--- src/rtl/opc6_bus_responder.sv ---
// OPC6 CPU bus responder: stalls the CPU through clken around external memory
// req/ack transfers and serves a small I/O block with a down-counting timer and interrupt controller.
module opc6_bus_responder #(
    parameter logic [15:0] IO_BASE = 16'hFF00
) (
    input  logic        clk,
    input  logic        reset,
    input  logic        vpa,
    input  logic        vda,
    input  logic        vio,
    input  logic        rnw,
    input  logic [15:0] address,
    input  logic [15:0] dout,
    output logic [15:0] din,
    output logic        clken,
    output logic [1:0]  int_b,
    output logic        mem_req,
    output logic        mem_we,
    output logic        mem_ifetch,
    output logic [15:0] mem_addr,
    output logic [15:0] mem_wdata,
    input  logic [15:0] mem_rdata,
    input  logic        mem_ack,
    input  logic        ext_irq
);

    typedef enum logic [1:0] {IDLE, REQ, DONE} state_t;

    state_t      state, state_nxt;
    logic        io_go, mem_go, io_hit, io_wr, timer_ovr;
    logic [2:0]  idx;
    logic        t_en, t_auto, ext_q;
    logic [15:0] t_reload, t_count, scratch, rd_val;
    logic [1:0]  istat, imask, istat_set, istat_clr;

    always_comb begin
        state_nxt = state;
        clken     = 1'b0;
        io_go     = 1'b0;
        mem_go    = 1'b0;
        case (state)
            IDLE: begin
                clken = !(vpa | vda | vio);
                // vio wins over a simultaneous vda/vpa
                if (vio) begin
                    io_go     = 1'b1;
                    state_nxt = DONE;
                end else if (vpa | vda) begin
                    mem_go    = 1'b1;
                    state_nxt = REQ;
                end
            end
            REQ: begin
                if (mem_ack) state_nxt = DONE;
            end
            DONE: begin
                clken     = 1'b1;
                state_nxt = IDLE;
            end
            default: state_nxt = IDLE;
        endcase
    end

    assign mem_req   = (state == REQ);
    assign idx       = address[2:0];
    assign io_hit    = io_go && (address[15:3] == IO_BASE[15:3]);
    assign io_wr     = io_hit && !rnw;
    assign timer_ovr = io_wr && ((idx == 3'd0) || (idx == 3'd2));

    always_comb begin
        rd_val = 16'h0000;
        if (io_hit) begin
            case (idx)
                3'd0:    rd_val = {14'd0, t_auto, t_en};
                3'd1:    rd_val = t_reload;
                3'd2:    rd_val = t_count;
                3'd3:    rd_val = {14'd0, istat};
                3'd4:    rd_val = {14'd0, imask};
                3'd5:    rd_val = scratch;
                default: rd_val = 16'h0000;
            endcase
        end
    end

    always_comb begin
        istat_set    = 2'b00;
        istat_set[0] = t_en && (t_count == 16'd0) && !timer_ovr;
        istat_set[1] = ext_irq && !ext_q;
        istat_clr    = (io_wr && (idx == 3'd3)) ? dout[1:0] : 2'b00;
    end

    always_ff @(posedge clk) begin
        if (reset) begin
            state      <= IDLE;
            din        <= 16'h0000;
            mem_addr   <= 16'h0000;
            mem_wdata  <= 16'h0000;
            mem_we     <= 1'b0;
            mem_ifetch <= 1'b0;
        end else begin
            state <= state_nxt;
            if (mem_go) begin
                mem_addr   <= address;
                mem_wdata  <= dout;
                mem_we     <= !rnw;
                mem_ifetch <= vpa;
            end
            if (io_go && rnw)
                din <= rd_val;
            else if ((state == REQ) && mem_ack && !mem_we)
                din <= mem_rdata;
        end
    end

    always_ff @(posedge clk) begin
        if (reset) begin
            t_en     <= 1'b0;
            t_auto   <= 1'b0;
            t_reload <= 16'h0000;
            t_count  <= 16'h0000;
            scratch  <= 16'h0000;
            istat    <= 2'b00;
            imask    <= 2'b00;
            ext_q    <= 1'b0;
            int_b    <= 2'b11;
        end else begin
            ext_q <= ext_irq;
            // set beats write-1-clear on the same bit
            istat <= (istat & ~istat_clr) | istat_set;
            int_b <= ~(istat & imask);
            if (io_wr && (idx == 3'd0)) begin
                t_en   <= dout[0];
                t_auto <= dout[1];
            end else if (io_wr && (idx == 3'd2)) begin
                t_count <= dout;
            end else if (t_en) begin
                if (t_count == 16'd0) begin
                    if (t_auto) t_count <= t_reload;
                    else        t_en    <= 1'b0;
                end else begin
                    t_count <= t_count - 16'd1;
                end
            end
            if (io_wr && (idx == 3'd1)) t_reload <= dout;
            if (io_wr && (idx == 3'd4)) imask    <= dout[1:0];
            if (io_wr && (idx == 3'd5)) scratch  <= dout;
        end
    end

endmodule
--- config.mk ---
export PLATFORM = sky130hd
export DESIGN_NAME = opc6_bus_responder
export DESIGN_NICKNAME = d
export VERILOG_FILES = /design/src/rtl/opc6_bus_responder.sv
export SDC_FILE = /design/constraint.sdc
export NUM_CORES = 1
export LEC_CHECK = 0
export BUFFER_PORTS_ARGS = -buffer_cell sky130_fd_sc_hd__buf_4
export CAP_MARGIN = 20
export CORE_ASPECT_RATIO = 1.25
export CORE_MARGIN = 3
export CORE_UTILIZATION = 55
export CTS_CLUSTER_DIAMETER = 50
export DETAILED_ROUTE_END_ITERATION = 6
export HOLD_SLACK_MARGIN = 0.03
export MAX_ROUTING_LAYER = met4
export PLACE_DENSITY = 0.87
export SYNTH_ARGS = -nofsm -noshare
export SYNTH_HDL_FRONTEND = slang
export SYNTH_SLANG_ARGS = --single-unit
--- constraint.sdc ---
create_clock -name clk -period 3.1 [get_ports clk]
set_clock_uncertainty 0.2 [all_clocks]
set_input_delay 0.31 -clock clk [delete_from_list [all_inputs] [get_ports clk]]
set_output_delay 0.31 -clock clk [all_outputs]
set_load 0.005 [all_outputs]
# ---- Word-level counts from Yosys, hierarchy flattened
# Cells that the tools add are included.
# W data, S select, Z words.
dict set report word_totals {
  regBits 109
  input_bits 56
  out_inout_bits 54
  word_cells 88
}
dict set report classes {
  add_sub_neg 1
  eq_ne 12
  mux 24
  n_bitwise 8
  n_reduce_logical 28
}
# operator count
set ops {}
lappend ops {{$mux W16} 7}
lappend ops {{$pmux W16 S6} 1}
lappend ops {{$logic_not A16 Y1} 1}
lappend ops {{$sub A16 B1 Y16 const B} 1}
lappend ops {{$logic_and A1 B1 Y1} 15}
lappend ops {{$eq A13 B13 Y1 const B} 1}
lappend ops {{$mux W1} 10}
lappend ops {{$mux W2} 4}
lappend ops {{$eq A3 B2 Y1 const B} 2}
lappend ops {{$eq A3 B3 Y1 const B} 2}
lappend ops {{$logic_not A1 Y1} 5}
lappend ops {{$and A2 B2 Y2} 2}
lappend ops {{$not A2 Y2} 2}
lappend ops {{$pmux W2 S2} 1}
lappend ops {{$reduce_bool A2 Y1} 2}
lappend ops {{$eq A3 B1 Y1 const B} 1}
lappend ops {{$logic_not A3 Y1} 1}
lappend ops {{$ne A3 B2 Y1 const B} 1}
lappend ops {{$ne A3 B3 Y1 const B} 1}
lappend ops {{$reduce_and A3 Y1} 1}
lappend ops {{$eq A2 B1 Y1 const B} 1}
lappend ops {{$eq A2 B2 Y1 const B} 1}
lappend ops {{$logic_not A2 Y1} 1}
lappend ops {{$ne A2 B1 Y1 const B} 1}
lappend ops {{other kinds (7)} 8}

# ---- Logic depth before layout (Yosys ltp)
# Gate-level depths: netlist of the first run.
dict set report logic_depth {
  depth_word 9
  ltp_mapped 9
  mapped_depth_nobuf 8
}

# ---- Worst setup path after synthesis of the first run
# No wires, ideal clock.
dict set report synth_path {
  path_kind {input to register}
  startpoint {input address[3]}
  endpoint {register t_reload[10]}
  setup_time_ns 0.128
  arrival_ns 2.012
  required_ns 2.772
  setup_slack_ns 0.761
  cell_stages 7
  path_buffers 2
  cell_sequence {or4b_4 nor4_4 and3_1 buf_4 buf_4 mux2i_1 nor2_1}
}
dict set report synth_between {
  elab_chain_cells 4
}
# item line_no
set synth_rtl {}
lappend synth_rtl {{start: declaration} 12} ;# input logic [15:0] address,
lappend synth_rtl {{$eq A13 B13 Y1} 66} ;# assign io_hit = io_go && (address[15:3] == IO_BASE[15:3]);
lappend synth_rtl {{$logic_and A1 B1 Y1} 66}
lappend synth_rtl {{$logic_and A1 B1 Y1} 67} ;# assign io_wr = io_hit && !rnw;
lappend synth_rtl {{$logic_and A1 B1 Y1} 144} ;# if (io_wr && (idx == 3'd1)) t_reload <= dout;
lappend synth_rtl {{end signal: assignment} 144}
lappend synth_rtl {{end: declaration} 33} ;# logic [15:0] t_reload, t_count, scratch, rd_val;
# Every way passes these cells.
# A chain may end at the register's enable or synchronous reset.

# ---- Final worst setup path of the first run
dict set report layout_path {
  startpoint {input address[4]}
  endpoint {register t_count[3]}
}
dict set report layout_between {
  elab_chain_cells 6
  elab_cells_between_ends 10
  cone_classes {eq/ne: 2; mux: 1; bitwise: 1; reduce/logical: 6}
}
# item line_no
set layout_rtl {}
lappend layout_rtl {{$eq A13 B13 Y1 *} 66}
lappend layout_rtl {{$logic_and A1 B1 Y1 *} 66}
lappend layout_rtl {{$logic_and A1 B1 Y1 *} 67}
lappend layout_rtl {{$logic_and A1 B1 Y1, on equally long branches} {134, 131}}
lappend layout_rtl {{$ne A3 B2 Y1 (no line) (tied with other cells)} n/a}
lappend layout_rtl {{$reduce_and A3 Y1 (no line)} n/a}
lappend layout_rtl {{end signal: assignment} 135} ;# t_count <= dout;
lappend layout_rtl {{end signal: assignment} 138} ;# if (t_auto) t_count <= t_reload;
lappend layout_rtl {{end signal: assignment} 141} ;# t_count <= t_count - 16'd1;
lappend layout_rtl {{end: declaration} 33}
# Mark *: on every way between the ends. The rest lies on a longest branch, timed or not.

==> reports/qor.yml, run 1 <==
logic_synthesis:
  synth_most_common_cell: "nand2_1"
  ys_seq_area_share_pct: 42.6
  synth_cell_types: 56
  syn-num-nets: 721
  synthTopCellsByCount: "137 x nand2_1, 109 x dfxtp_1, 82 x nor2_1"
  syn-cell-area_um2: 5130
  synthAdderAreaFrac_pct: 0.488
  synthArstFlopShare_pct: 0
  syn_area_per_cell_um2: 7.73
  synth_warnings: 0
  synth_top_family_by_area: "simple AND/OR/NAND/NOR gates"
  yosysTopAreaCell: "dfxtp_1"
  yosys.area_share.simple_pct: 26.5
  synth-edff-count: 0
  synth_xor_xnor_area_share_pct: 1.37
  synthTopCellsByArea: "dfxtp_1 43%, nand2_1 10%, a21oi_1 7.5%"
  synth_seq_cells: 109
  synth_cells: 663
  netlist.area_leader.share_pct: 42.6
  synth-main-ff-cell: "dfxtp_1"
  synth-compound-area-share_pct: 17.7
  synth.mux.area_fraction_pct: 7.08
power_and_ir_drop:
  p_sw_uw: 709
  p_total_mw: 2.72
  leakage_nw: 2.59
  switching_share_pct: 26.0
  seq_power_share_pct: 54.4
  powerDensity_nw_per_um2: 416
  internal_power_mw: 2.01
  comb_power_share_pct: 14.3
  irDropWorstVdd_v: 0.000382
  pwr-share-clk_pct: 31.4
final_layout:
  utilization_pct: 73.5
  fin_nets: 840
  seqCellArea_um2: 2180
  nFillCells: 680
  multi_input_area_um2: 2730
  diodes: 0
  layout-area-overhead-vs-synth_pct: 27.5
  drive_gt1_share_pct: 19.5
worst_setup_path:
  crit_type: "in -> reg"
  timing.rr.start: "state[0]"
  cp_max_fo: 8
  crit_arrival_ns: 3.08
  reg2reg_slack_ns: 0.61
  crit_required_ns: 3.19
  worstRegToRegCells: 6
  critPathCaptureType: "flop"
  rr_endpoint: "t_en"
  cp-start-kind: "primary input"
drt:
  firstDrtPassIters: 5
  drt_iter0_markers: 476
  drtAntennaViolNets: 0
  post_drt_wl_per_cell_um: 17.4
  drc_errors: 0
  vias: 5329
  viasPerCell: 5.88
  wirelength_um: 15800
hold_path:
  hp-start: "dout[0]"
  holdPathEnd: "mem_wdata[0]"
  hold_depth: 3
  hp-class: "in -> reg"
placed_design:
  place_ws_ns: 0.186
  dpl.hpwl_um: 10700
  portBuffers: 109
  place_congestion: 0.949
timing:
  tightest_slew_ns: 0.681
  finalHoldViolCount: 0
  tns_ns: 0
  rsz0062_at_grt: "true"
  slew_headroom_pct: 54.3
  setup_ws_ns: 0.110
  min_period_over_period_pct: 96.4
  setup_viol_count_final: 0
  whs_ns: 0.0489
  slew_viol_final: 0
  max_freq_ghz: 0.334
  period_needed_ns: 2.99
clock_tree:
  cts_tree: "done"
  path_clk_slew_ns: 0.10
  clkLatencyLatePin_ns: 0.37
  numClockSinks: 109
  clockBufferDepth: 2
  cts_setup_buffers: 0
  h-tree-depth: 3
  cts_root_buffer: "clkbuf_8"
  cts_buffers: 9
floorplanning:
  die_area_um2: 10500
  die_w_um: 92.4
  io_pins: 110
  start_util_pct: 57.7
  dieHeight_um: 114
  row_count: 38
  core_area_um2: 8890
global_routing:
  antenna_found_initial: 0
  grt_pass1_wl_um: 25500
  grt_max_degree: 60
  grtUsageTotal_pct: 30.9
  first_global_vias: 5079
  grt_overflow_total: 0
run:
  drv_cap: 0
run_status:
  outcome: "finished clean"
registers in the layout (all words and copies together) (netlist names), 2 cells and up:
signal and flops:
mem_addr 16, imask 2, state 2, int_b 2, mem_wdata 16, t_reload 16
scratch 16, t_count 16, istat 2, din 16
through the flow:
| step | instances | area, µm² |
|---|---|---|
| after global routing | 906 | 6540 |
| after detailed placement | 858 | 6010 |
| final | 906 | 6540 |
| after floorplan | 663 | 5130 |
| after global placement | 858 | 6010 |
| after CTS | 906 | 6530 |
power groups by stage:
stage / registers (mW) / clock network [mW] / logic, mW
after global placement: 1.51 / 0 / 0.338
after floorplan: 1.51 / 0 / 0.157
after detailed placement: 1.51 / 0 / 0.348
after CTS: 1.48 / 0.869 / 0.382
final: 1.48 / 0.854 / 0.389
after global routing: 1.48 / 0.918 / 0.424
logic make-up after synthesis:
| kind of cell | Yosys count |
|---|---|
| compound gates | 155 |
| xor+xnor | 8 |
| fa+ha+maj | 2 |
| buf+inv | 51 |
| flops | 109 |
| mux | 36 |
| simple gates | 302 |
placed cells by master, fill, tap and decap left out, types with 2 or more instances in the layout:
cell type,synthesis,routed
nand2_1,137,136
buf_4,2,119
dfxtp_1,109,109
nor2_1,82,82
a21oi_1,77,77
mux2i_1,34,34
dlygate4sd3_1,0,33
o21ai_0,26,26
nor3_1,22,22
o211ai_1,17,17
nor4_1,10,10
nand3_1,10,10
nand4_1,9,9
clkbuf_8,0,9
o22ai_1,5,5
a311oi_1,5,5
xor2_1,5,5
inv_1,4,4
nor2b_1,4,4
or2_2,4,4
a211oi_1,4,4
nor3b_1,3,3
a31oi_1,3,3
nand3b_1,3,3
a22oi_1,3,3
xnor2_1,3,3
o21ai_1,3,2
o221ai_1,2,2
nand2b_1,2,2
and3_1,2,2
or3_1,2,2
mux2_2,2,2
or4_1,2,2
a2bb2oi_1,2,2
ha_1,2,2
clkinv_4,0,2
clkinv_2,0,2
buf_12,0,2
per-layer routing:
layer	track usage, %	up-vias	wire, µm
li1	-	2547	-
met1	40.0	2479	6560
met2	49.7	262	7640
met3	4.88	41	1180
met4	10.2	0	414
met5	-	-	0
area by class of cell:
cell class                 count  share of cell area [%]
clock inverter                 6                   0.995
clock buffer                   9                    1.90
inverter                       5                   0.287
tap                          120                    2.30
timing repair buffer         154                    19.3
sequential                   109                    33.4
multi-input combinational    503                    41.8
worst max-delay path: stages:
cell,delay (ns)
dlygate4sd3_1,0.55
buf_4,0.14
or4b_4,0.55
nor4_4,0.48
a21boi_0,0.30
o21ai_1,0.38
nand2_1,0.11
a311oi_1,0.26
worst max path at each step:
stage / startpoint / to / slack, ns / cells after the start
after floorplan: address[3] / t_reload[10] / 0.76 / 7
final: address[4] / t_count[3] / 0.11 / 8
after global placement: address[3] / scratch[1] / 0.36 / 7
after CTS: address[3] / scratch[14] / 0.02 / 8
after global routing: address[3] / t_count[6] / -0.009 / 8
after detailed placement: address[3] / scratch[14] / 0.19 / 7
timing repair:
action	4_1_cts	5_1_grt
endpoints found under the hold margin	60	0
resized for setup	0	2
hold buffers	33	0
endpoints found under the setup margin	0	17
No activity file was read; power rests on OpenSTA's default activity.
==> run 2, diff against run 1 <==
Settings changed: REMOVE_ABC_BUFFERS from default to 1.
==> reports/qor.yml, run 2 (synthesis results as in run 1) <==
drt:
  drt_iter0_markers: 347  # was 476
  wirelength_um: 15400  # was 15800 µm
  post_drt_wl_per_cell_um: 16.9  # was 17.4 µm
  vias: 5305  # was 5329
  viasPerCell: 5.83  # was 5.88
  firstDrtPassIters: 5  # unchanged
  drtAntennaViolNets: 0  # unchanged
  drc_errors: 0  # unchanged
worst_setup_path:
  cp-start-kind: "primary input"  # unchanged
  crit_top_cell: "buf_4"
  crit_arrival_ns: 2.95  # was 3.08 ns
  crit_path_max_incr_delay_ns: 0.57  # was 0.55 ns
  critPathCaptureType: "flop"  # unchanged
  crit_type: "in -> reg"  # unchanged
  cp_max_fo: 16  # was 8
  cp_slowest_cell: "or4b_4"  # was dlygate4sd3_1
  worstPathCellList: "dlygate4sd3_1 > buf_4 > or4b_4 > nor4_4 > and4bb_2 > and2_1 > buf_4 > nand2_1 > a21oi_1"  # was dlygate4sd3_1 > buf_4 > or4b_4 > nor4_4 > a21boi_0 > o21ai_1 > nand2_1 > a311oi_1
  crit_required_ns: 3.20  # was 3.19 ns
global_routing:
  first_global_vias: 5021  # was 5079
  grt_overflow_total: 0  # unchanged
  grt_max_degree: 42  # was 60
  antenna_found_initial: 0  # unchanged
  grt_pass1_wl_um: 24600  # was 25500 µm
  grtUsageTotal_pct: 29.9  # was 30.9%
timing:
  tightest_slew_ns: 0.856  # was 0.681 ns
  setup_ws_ns: 0.247  # was 0.110 ns
  setup_viol_count_final: 0  # unchanged
  slew_viol_final: 0  # unchanged
  period_needed_ns: 2.85  # was 2.99 ns
  slew_headroom_pct: 42.4  # was 54.3%
  min_period_over_period_pct: 92.0  # was 96.4%
  tns_ns: 0  # unchanged
  finalHoldViolCount: 0  # unchanged
  max_freq_ghz: 0.350  # was 0.334 GHz
  rsz0062_at_grt: "false"  # was true
final_layout:
  fin_nets: 843  # was 840
  layoutNonFillerInstCount: 910  # was 906
  final_cell_mix: "136 x nand2_1, 124 x buf_4, 109 x dfxtp_1"  # was 136 x nand2_1, 119 x buf_4, 109 x dfxtp_1
  diodes: 0  # unchanged
  final_common_cell: "nand2_1"  # unchanged
  layout-area-overhead-vs-synth_pct: 28.1  # was 27.5%
  nFillCells: 652  # was 680
  drive_gt1_share_pct: 19.7  # was 19.5%
placed_design:
  place_congestion: 1.01  # was 0.949
  place_ws_ns: 0.330  # was 0.186 ns
  portBuffers: 109  # unchanged
  place_inst: 861  # was 858
  dpl.hpwl_um: 10300  # was 10700 µm
floorplanning:
  start_util_pct: 57.7  # unchanged
  io_pins: 110  # unchanged
  core_area_um2: 8890  # unchanged
  row_count: 38  # unchanged
  die_area_um2: 10500  # unchanged
  dieHeight_um: 114  # unchanged
  die_w_um: 92.4  # unchanged
clock_tree:
  numClockSinks: 109  # unchanged
  clkLatencyLatePin_ns: 0.37  # about the same
  cts_tree: "done"  # unchanged
  cts_setup_buffers: 0  # unchanged
  cts_buffers: 9  # unchanged
  h-tree-depth: 3  # unchanged
  path_clk_slew_ns: 0.10  # about the same
  cts_root_buffer: "clkbuf_8"  # unchanged
  clockBufferDepth: 2  # unchanged
power_and_ir_drop:
  powerDensity_nw_per_um2: 426  # was 416 nW/µm²
  leakage_nw: 2.61  # was 2.59 nW
  irDropWorstVdd_v: 0.000348  # was 0.000382 V
hold_path:
  hp-class: "in -> reg"  # unchanged
run:
  drv_cap: 0  # unchanged
run_status:
  outcome: "finished clean"  # unchanged
[run 2: changes by cell type in the layout (fill, tap and decap cells not counted), sizes merged]
cell / change
clkinv: -3
buf: +3
clkbuf: +5
clkinvlp: -1
[run 2: final timing paths]
kind | start | to | slack, ns | cells past startpoint
worst max-delay path | address[3] | scratch[0] | 0.25 | 9
worst min register to register | imask[0] | int_b[0] | 0.23 | 1
worst max register to register | t_count[0] | t_count[10] | 0.55 | 8
worst min-delay path | vpa | mem_ifetch | 0.04 | 3
[run 2: where the power goes]
group,leakage (nW),switching [mW],internal [mW]
clock network,0.113,0.467,0.465
registers,0.886,0.0285,1.45
logic,1.61,0.197,0.191
[run 2: critical path: cells and delay by family]
| family | cells | cell delay (ns) |
|---|---|---|
| buf+inv | 3 | 0.92 |
| simple gates | 5 | 1.54 |
| compound gates | 1 | 0.17 |
[run 2: area by class of cell]
class                      instances  area (µm²)  share of cell area (%)
clock buffer                      14         183                    2.78
timing repair buffer             157        1260                    19.2
clock inverter                     2        38.8                   0.590
sequential                       109        2180                    33.2
inverter                           5        18.8                   0.286
tap                              120         150                    2.29
multi-input combinational        503        2740                    41.6
[run 2: per-stage QoR]
stage               hold WS (ns)  instance area (µm²)  total power, mW  utilization [%]
finish                    0.0359                 6570             2.80             73.9
global route              0.0756                 6570             2.90             73.9
CTS                       0.0313                 6560             2.80             73.8
detailed placement         0.202                 6010             1.86             67.6
global placement           0.195                 6010             1.85             67.6
floorplan                  0.179                 4930             1.64                -
[run 2: metal layers]
metal	share of wire, %	GRT usage (%)	wire length [µm]	vias up
li1	-	-	-	2546
met1	41	36.4	6250	2501
met2	50	50.0	7710	216
met3	6.0	3.17	927	42
met4	3.1	13.4	471	0
met5	0	-	0	-
[run 2: repair_timing]
| item | 4_1_cts | 5_1_grt |
|---|---|---|
| hold buffers | 33 | 0 |
| hold endpoints to repair | 60 | 0 |
| gates resized for setup | 0 | 2 |
| setup endpoints to repair | 0 | 6 |
